==> config.mk <==
export PLATFORM = sky130hd
export DESIGN_NAME = fifo_tx_sequencer
export DESIGN_NICKNAME = d
export VERILOG_FILES = /design/src/rtl/fifo_tx_sequencer.sv
export SDC_FILE = /design/constraint.sdc
export NUM_CORES = 1
export LEC_CHECK = 0
export CAP_MARGIN = 20
export CORE_MARGIN = 2
export CORE_UTILIZATION = 51
export CTS_BUF_LIST = sky130_fd_sc_hd__clkbuf_8
export CTS_CLUSTER_SIZE = 25
export DETAILED_ROUTE_END_ITERATION = 10
export PLACE_DENSITY = 0.83
export REMOVE_ABC_BUFFERS = 1
export SYNTH_ARGS = -nofsm -noshare
export SYNTH_HDL_FRONTEND = slang
export SYNTH_SLANG_ARGS = --single-unit
export TNS_END_PERCENT = 5
==> constraint.sdc <==
create_clock -name clk -period 3.3 [get_ports clk]
set_input_delay 0.495 -clock clk [delete_from_list [all_inputs] [get_ports clk]]
set_output_delay 0.495 -clock clk [all_outputs]
set_load 0.01 [all_outputs]
==> src/rtl/fifo_tx_sequencer.sv <==
// fifo_tx_sequencer: drains a byte FIFO into a UART transmitter, one frame at a time,
// with a programmable idle gap after each completed frame.
// Ports: clk, rst (async active-low), en, gap_cycles, fifo_empty, fifo_rd_en,
//        fifo_data_out, tx_busy, tx_start, tx_data, sent_count, active.
module fifo_tx_sequencer #(
    parameter int WIDTH = 8,
    parameter int GAP_W = 8,
    parameter int CNT_W = 16
) (
    input  logic             clk,
    input  logic             rst,
    input  logic             en,
    input  logic [GAP_W-1:0] gap_cycles,
    input  logic             fifo_empty,
    output logic             fifo_rd_en,
    input  logic [WIDTH-1:0] fifo_data_out,
    input  logic             tx_busy,
    output logic             tx_start,
    output logic [WIDTH-1:0] tx_data,
    output logic [CNT_W-1:0] sent_count,
    output logic             active
);

    typedef enum logic [2:0] {
        S_IDLE,
        S_POP,
        S_LOAD,
        S_START,
        S_WAIT_ACK,
        S_WAIT_DONE,
        S_GAP
    } state_e;

    state_e             state_q, state_d;
    logic [WIDTH-1:0]   tx_data_q, tx_data_d;
    logic [CNT_W-1:0]   sent_count_q, sent_count_d;
    logic [GAP_W-1:0]   gap_cnt_q, gap_cnt_d;

    always_ff @(posedge clk or negedge rst) begin
        if (!rst) begin
            state_q      <= S_IDLE;
            tx_data_q    <= '0;
            sent_count_q <= '0;
            gap_cnt_q    <= '0;
        end else begin
            state_q      <= state_d;
            tx_data_q    <= tx_data_d;
            sent_count_q <= sent_count_d;
            gap_cnt_q    <= gap_cnt_d;
        end
    end

    always_comb begin
        state_d      = state_q;
        tx_data_d    = tx_data_q;
        sent_count_d = sent_count_q;
        gap_cnt_d    = gap_cnt_q;
        unique case (state_q)
            S_IDLE: begin
                if (en && !fifo_empty && !tx_busy) begin
                    state_d = S_POP;
                end
            end
            S_POP: begin
                state_d = S_LOAD;
            end
            S_LOAD: begin
                // FIFO read data is registered: valid the cycle after the pop.
                tx_data_d = fifo_data_out;
                state_d   = S_START;
            end
            S_START: begin
                state_d = S_WAIT_ACK;
            end
            S_WAIT_ACK: begin
                if (tx_busy) begin
                    state_d = S_WAIT_DONE;
                end
            end
            S_WAIT_DONE: begin
                if (!tx_busy) begin
                    sent_count_d = sent_count_q + CNT_W'(1);
                    if (gap_cycles == '0) begin
                        state_d = S_IDLE;
                    end else begin
                        gap_cnt_d = gap_cycles;
                        state_d   = S_GAP;
                    end
                end
            end
            S_GAP: begin
                gap_cnt_d = gap_cnt_q - GAP_W'(1);
                // Leave on the cycle the counter reads 1 so the gap is
                // exactly gap_cycles long.
                if (gap_cnt_q <= GAP_W'(1)) begin
                    gap_cnt_d = '0;
                    state_d   = S_IDLE;
                end
            end
            default: begin
                state_d = S_IDLE;
            end
        endcase
    end

    // Moore outputs: decoded from the state register only.
    assign fifo_rd_en = (state_q == S_POP);
    assign tx_start   = (state_q == S_START);
    assign active     = (state_q != S_IDLE);
    assign tx_data    = tx_data_q;
    assign sent_count = sent_count_q;

endmodule

==> results of run 1 <==
## registers in the layout (all words and copies together), names as in the netlist
signal      flops
sent_count     16
tx_data         8
gap_cnt_q       8
state_q         3
## area by class of cell
class | instances | area, um2 | share of cell area
Sequential cell | 35 | 876 | 0.370
Multi-Input combinational cell | 115 | 850 | 0.359
Timing Repair Buffer | 49 | 485 | 0.205
Clock buffer | 5 | 68.8 | 0.0291
Tap cell | 46 | 57.6 | 0.0243
Clock inverter | 3 | 16.3 | 0.00687
Inverter | 4 | 15.0 | 0.00634
## metal layers
layer / wire (um) / global-route usage
met1: 1800 / 0.304
met2: 1980 / 0.376
met3: 243 / 0.0703
met4: 63 / 0.0806
met5: 0 / 0
## worst max-delay path: cells and delay by family
family,cells,cell delay (ps)
xor+xnor,1,170
buf+inv,1,510
simple gates,3,1300
## synthesized netlist by cell type, types with 2 or more instances
cell type and count:
a221o_1 2, ha_1 3, clkbuf_1 6, nand3b_1 2
and3_1 2, xnor2_1 12, nor2_1 9, or4_2 3
o31ai_1 3, a2bb2oi_1 2, xor2_1 5, nor4_1 4
dfrtp_1 35, or3_1 2, nand2_1 14, inv_1 4
a21oi_1 7, mux2_2 8, mux2i_1 3, o21ai_0 2
nor3_1 3, a21o_1 2, nand3_1 5
## power by group
| group | internal (mW) | total (mW) | switching [mW] |
|---|---|---|---|
| Combinational | 0.409 | 0.696 | 0.287 |
| Sequential | 0.560 | 0.736 | 0.176 |
| Clock | 0.144 | 0.300 | 0.156 |
| Total | 1.11 | 1.73 | 0.619 |
## kinds of logic after synthesis
| group | after synthesis |
|---|---|
| muxes | 11 |
| and+or+nand+nor | 57 |
| xor gates and xnor gates | 17 |
| buffers and inverters | 10 |
| AOI/OAI and AO/OA | 27 |
| adders and majority gates | 3 |
| DFF | 35 |
## worst max-delay path by stage
| stage | from | end | slack [ps] |
|---|---|---|---|
| 6_report | tx_busy | sent_count[13] | 990 |
| 5_1_grt | tx_busy | sent_count[13] | 820 |
| 4_1_cts | tx_busy | sent_count[13] | 980 |
| 3_5_place_dp | tx_busy | sent_count[13] | 670 |
| 3_3_place_gp | tx_busy | sent_count[15] | 810 |
| 2_1_floorplan | gap_cnt_q[0] | gap_cnt_q[6] | 1320 |
## metrics by stage
step | hold WS (ps) | instance area [um2] | util | setup slack, ps | cells
floorplan | 199 | 1740 | - | 1320 | 154
global placement | 467 | 2280 | 0.684 | 813 | 249
detailed placement | 491 | 2280 | 0.684 | 674 | 249
CTS | 500 | 2370 | 0.710 | 985 | 257
global route | 519 | 2370 | 0.710 | 819 | 257
finish | 497 | 2370 | 0.710 | 990 | 257
## placed cells by master, fill, tap and decap left out, types with 4 or more instances in the layout
cell,synthesis,layout
nand3_1,5,5
xnor2_1,12,12
nand2_1,14,14
nor4_1,4,4
a21oi_1,7,7
nor2_1,9,9
clkdlybuf4s50_1,0,47
dfrtp_1,35,35
inv_1,4,5
clkbuf_8,0,5
xor2_1,5,5
mux2_2,8,8
==> flow_summary.ini, run 1 <==
[logic_synthesis]
avgSynthCellArea_um2 = 11.0
synth_xor_area_frac = 0.0845
synth_area_leaders = dfrtp_1 50%, xnor2_1 6.0%, mux2_2 5.1%
synth_top_area_share = 0.497
synth_top_family_by_area = simple AND/OR/NAND/NOR gates
synth_compound_area_frac = 0.120
ys_seq_elements = 35
yosys_warnings = 0
synth_area_um2 = 1760
async_reset_ff_frac = 1.00
yosysSeqAreaShare = 0.497
synth_flop_cell = dfrtp_1
yosys.area_share.simple = 0.188
synth_edf_count = 0
synth.largest_area_cell = dfrtp_1
synth_mux_area_frac = 0.0681
synth-adder-area-share = 0.0213
syn_inst = 160
synth.distinct_cells = 45

[global_route]
antenna_found_initial = 0
overflow = 0
grt_max_degree = 36
grt_pass1_wl_um = 7060
grt_pass1_vias = 1415
track_usage = 0.235

[worst_setup_path]
cp_max_fo = 7
cp.arrival_ps = 2490
slowest_delay_ps = 680
cp.required_ps = 3480
r2r_cells = 6
path_class = primary input to flip-flop
crit_path_cell_trace = clkdlybuf4s50_1 > nand4bb_1 > nor4_1 > nand3_1 > xnor2_1
r2r_setup_slack_ps = 1140
crit_slowest_cell = nor4_1
rr_startpoint = gap_cnt_q[0]
startpoint_type = primary input
rr_endpoint = gap_cnt_q[6]
cp-end-kind = flip-flop

[clock_network]
postCtsHoldBufs = 0
postCtsSetupBuffers = 0
clock_path_buffers = 2
cts_tree = built
cts-resized-gates = 0
cts_root_buf = clkbuf_8
insertion_delay_ps = 290
cts_max_level = 2
cts_buffers = 5
cts.sink_count = 35
clkTransAtPathRegs_ps = 70

[timing]
fin_crit_sh = 0.700
setup_viol = 0
hold_viol_final = 0
worst_pin_slew_ps = 645
finalSetupTns_ps = 0
layout_min_cycle_time_ps = 2310
finClkSkew_ps = 7.36
report.final.slew_viol_count = 0
fmax_mhz = 433
rsz0062_at_grt = false
relSlewSlack = 0.566

[flow_run]
maxCapViolCount = 0

[power]
p_per_area_nw_per_um2 = 731
ir_drop_uv = 471
power.total_mw = 1.73
p_leak_nw = 1.01

[drt]
avgRoutedWirePerCell_um = 15.9
drtIter0Drc = 76
routed_via_density = 5.56
vias = 1430
dr.pass1.iters = 4
route.detailed.drc = 0
wl_um = 4090
postRouteAntennaNets = 0

[final_layout]
syn2layout_area_growth_pct = 34.4
antenna_cells = 0
layout-drive-gt1-share = 0.123
nFillCells = 269
finalNetCount = 234

[worst_hold_path]
hp-start = sent_count[15]
hp-class = flip-flop to flip-flop
hold_depth = 1
holdPathEnd = sent_count[15]

[floorplan]
row_count = 21
ioPinCount = 48
fp.dieW_um = 62.8
die_h_um = 62.8
core-area_um2 = 3340
initial_core_util = 0.528
die_area_um2 = 3940

[place]
numPortBuffers = 47
hpwl_um = 3060
place.gp.congestion = 0.903

[outcome]
status = finished, final reports clean
No activity file was read; power rests on OpenSTA's default activity.
==> inputs of run 2 (changes only) <==
--- a/config.mk
+++ b/config.mk
@@ -7,11 +7,11 @@
 export LEC_CHECK = 0
 export CAP_MARGIN = 20
 export CORE_MARGIN = 2
-export CORE_UTILIZATION = 51
+export CORE_UTILIZATION = 45
 export CTS_BUF_LIST = sky130_fd_sc_hd__clkbuf_8
 export CTS_CLUSTER_SIZE = 25
 export DETAILED_ROUTE_END_ITERATION = 10
-export PLACE_DENSITY = 0.83
+export PLACE_DENSITY = 0.77
 export REMOVE_ABC_BUFFERS = 1
 export SYNTH_ARGS = -nofsm -noshare
 export SYNTH_HDL_FRONTEND = slang
==> constraint.sdc (replaced) <==
create_clock -name clk -period 1.9 [get_ports clk]
set_input_delay 0.285 -clock clk [delete_from_list [all_inputs] [get_ports clk]]
set_output_delay 0.285 -clock clk [all_outputs]
set_load 0.01 [all_outputs]
==> run 2 against run 1 <==
- global-route usage fell by 2.8 points
- critical path depth is 2 higher
- sequential power grew 67%
- combinational power is 110% higher
- first-iteration DRC count increased by 78%
- clock-buffer cell count unchanged
- non-clock buffer count is 22 higher
- routed wire length up 3.9%
- clock skew fell by 2.9 ps
- via count is 4.7% higher
- cell area rose by 8.3%
==> flow_summary.ini, run 2 (synthesis gave the netlist of run 1 again) <==
[final_layout]
final_cell_mix = 45 x clkdlybuf4s50_1, 33 x dfrtp_1, 23 x buf_4
layout-drive-gt1-share = 0.227
largest_register_ffs = 16
antenna_cells = 0
nFillCells = 290
multi_input_area_um2 = 876
layout.cells.non_filler = 281
layout_commonest_cell = clkdlybuf4s50_1
regArea_um2 = 878
fin_area_um2 = 2570
finalNetCount = 256
syn2layout_area_growth_pct = 45.6
post-route-util = 0.691

[worst_setup_path]
cp.required_ps = 2060
critPathBufInv = 2
rr_endpoint = gap_cnt_q[6]
startpoint_type = flip-flop
cpLargestDelayFamily = compound AO/OA/AOI/OAI gates
r2r_cells = 7
slowest_delay_ps = 390
cp.arrival_ps = 1980
cp-end-kind = flip-flop
path_class = flip-flop to flip-flop
critPathLaunch = gap_cnt_q[0]
crit_cells = 7
crit_path_cell_trace = inv_1 > ha_1 > or3b_4 > buf_4 > o31ai_4 > a21oi_2 > a221o_1
crit_slowest_cell = or3b_4
rr_startpoint = gap_cnt_q[0]
crit_end = gap_cnt_q[6]
cp_max_fo = 3
r2r_setup_slack_ps = 80

[floorplan]
row_count = 22
fp.dieW_um = 66.6
ioPinCount = 48
core-area_um2 = 3720
die_h_um = 66.6
die_area_um2 = 4430
initial_core_util = 0.474

[global_route]
overflow = 0
track_usage = 0.206
grt_max_degree = 36
grt_pass1_vias = 1407
grt_pass1_wl_um = 6700
antenna_found_initial = 0

[clock_network]
cts.sink_count = 35
postCtsSetupBuffers = 0
cts_tree = built
clock_path_buffers = 2
cts_max_level = 2
cts_root_buf = clkbuf_8
clkTransAtPathRegs_ps = 70
insertion_delay_ps = 280
cts_buffers = 5

[timing]
report.final.slew_viol_count = 0
worst_pin_slew_ps = 446
layout_min_cycle_time_ps = 1820
finClkSkew_ps = 4.48
hold_slack_ps = 415
finalSetupTns_ps = 0
fin_ws_ps = 82.9
fmax_mhz = 550
setup_viol = 0
fin_crit_sh = 0.956
hold_viol_final = 0
relSlewSlack = 0.702

[place]
place.gp.congestion = 0.800
dpl.cell_count = 273
placed_area_um2 = 2450
numPortBuffers = 47
place_ws_ps = -115
hpwl_um = 3200

[power]
ir_drop_uv = 715
p_leak_nw = 1.13
power.total_mw = 3.22
p_per_area_nw_per_um2 = 1260

[drt]
avgRoutedWirePerCell_um = 15.1
routed_via_density = 5.33
route.detailed.drc = 0
wl_um = 4250
postRouteAntennaNets = 0
drtIter0Drc = 135
dr.pass1.iters = 6
vias = 1497

[outcome]
status = finished, final reports clean

[flow_run]
maxCapViolCount = 0

[worst_hold_path]
hp-class = primary input to asynchronous set/reset pin
-- run 2: cell count changes in the layout (fill, tap and decap cells not counted), sizes merged --
cell	previous run	this run
clkdlybuf4s50	47	45
buf	2	24
dlygate4sd2	0	2
-- run 2: what timing repair did --
| item | 4_1_cts | 5_1_grt |
|---|---|---|
| pin swaps | 1 | 1 |
| resized for setup | 7 | 4 |
| hold buffers | 0 | 0 |
| endpoints found under the setup margin | 3 | 5 |
-- run 2: layer usage --
metal | GRT usage | routed length (um)
met1 | 0.267 | 1870
met2 | 0.335 | 2200
met3 | 0.0507 | 150
met4 | 0.0740 | 31
met5 | 0 | 0
-- run 2: how the worst min path moves through the flow --
stage,from,endpoint,slack [ps],cells past startpoint
6_report,rst,gap_cnt_q[5],420,2
5_1_grt,rst,sent_count[0],450,2
3_3_place_gp,sent_count[15],sent_count[15],460,1
3_5_place_dp,sent_count[15],sent_count[15],470,1
2_1_floorplan,rst,gap_cnt_q[0],-10,0
4_1_cts,rst,sent_count[6],430,2
-- run 2: power by group --
group	switching, mW	internal [mW]	total (mW)
Combinational	0.620	0.866	1.49
Sequential	0.251	0.979	1.23
Clock	0.258	0.250	0.508
Total	1.13	2.09	3.22
-- run 2: layout make-up --
type,instances,area share
Clock buffer,5,0.0268
Inverter,4,0.00585
Sequential cell,35,0.342
Clock inverter,3,0.00634
Tap cell,48,0.0234
Timing Repair Buffer,71,0.254
Multi-Input combinational cell,115,0.341
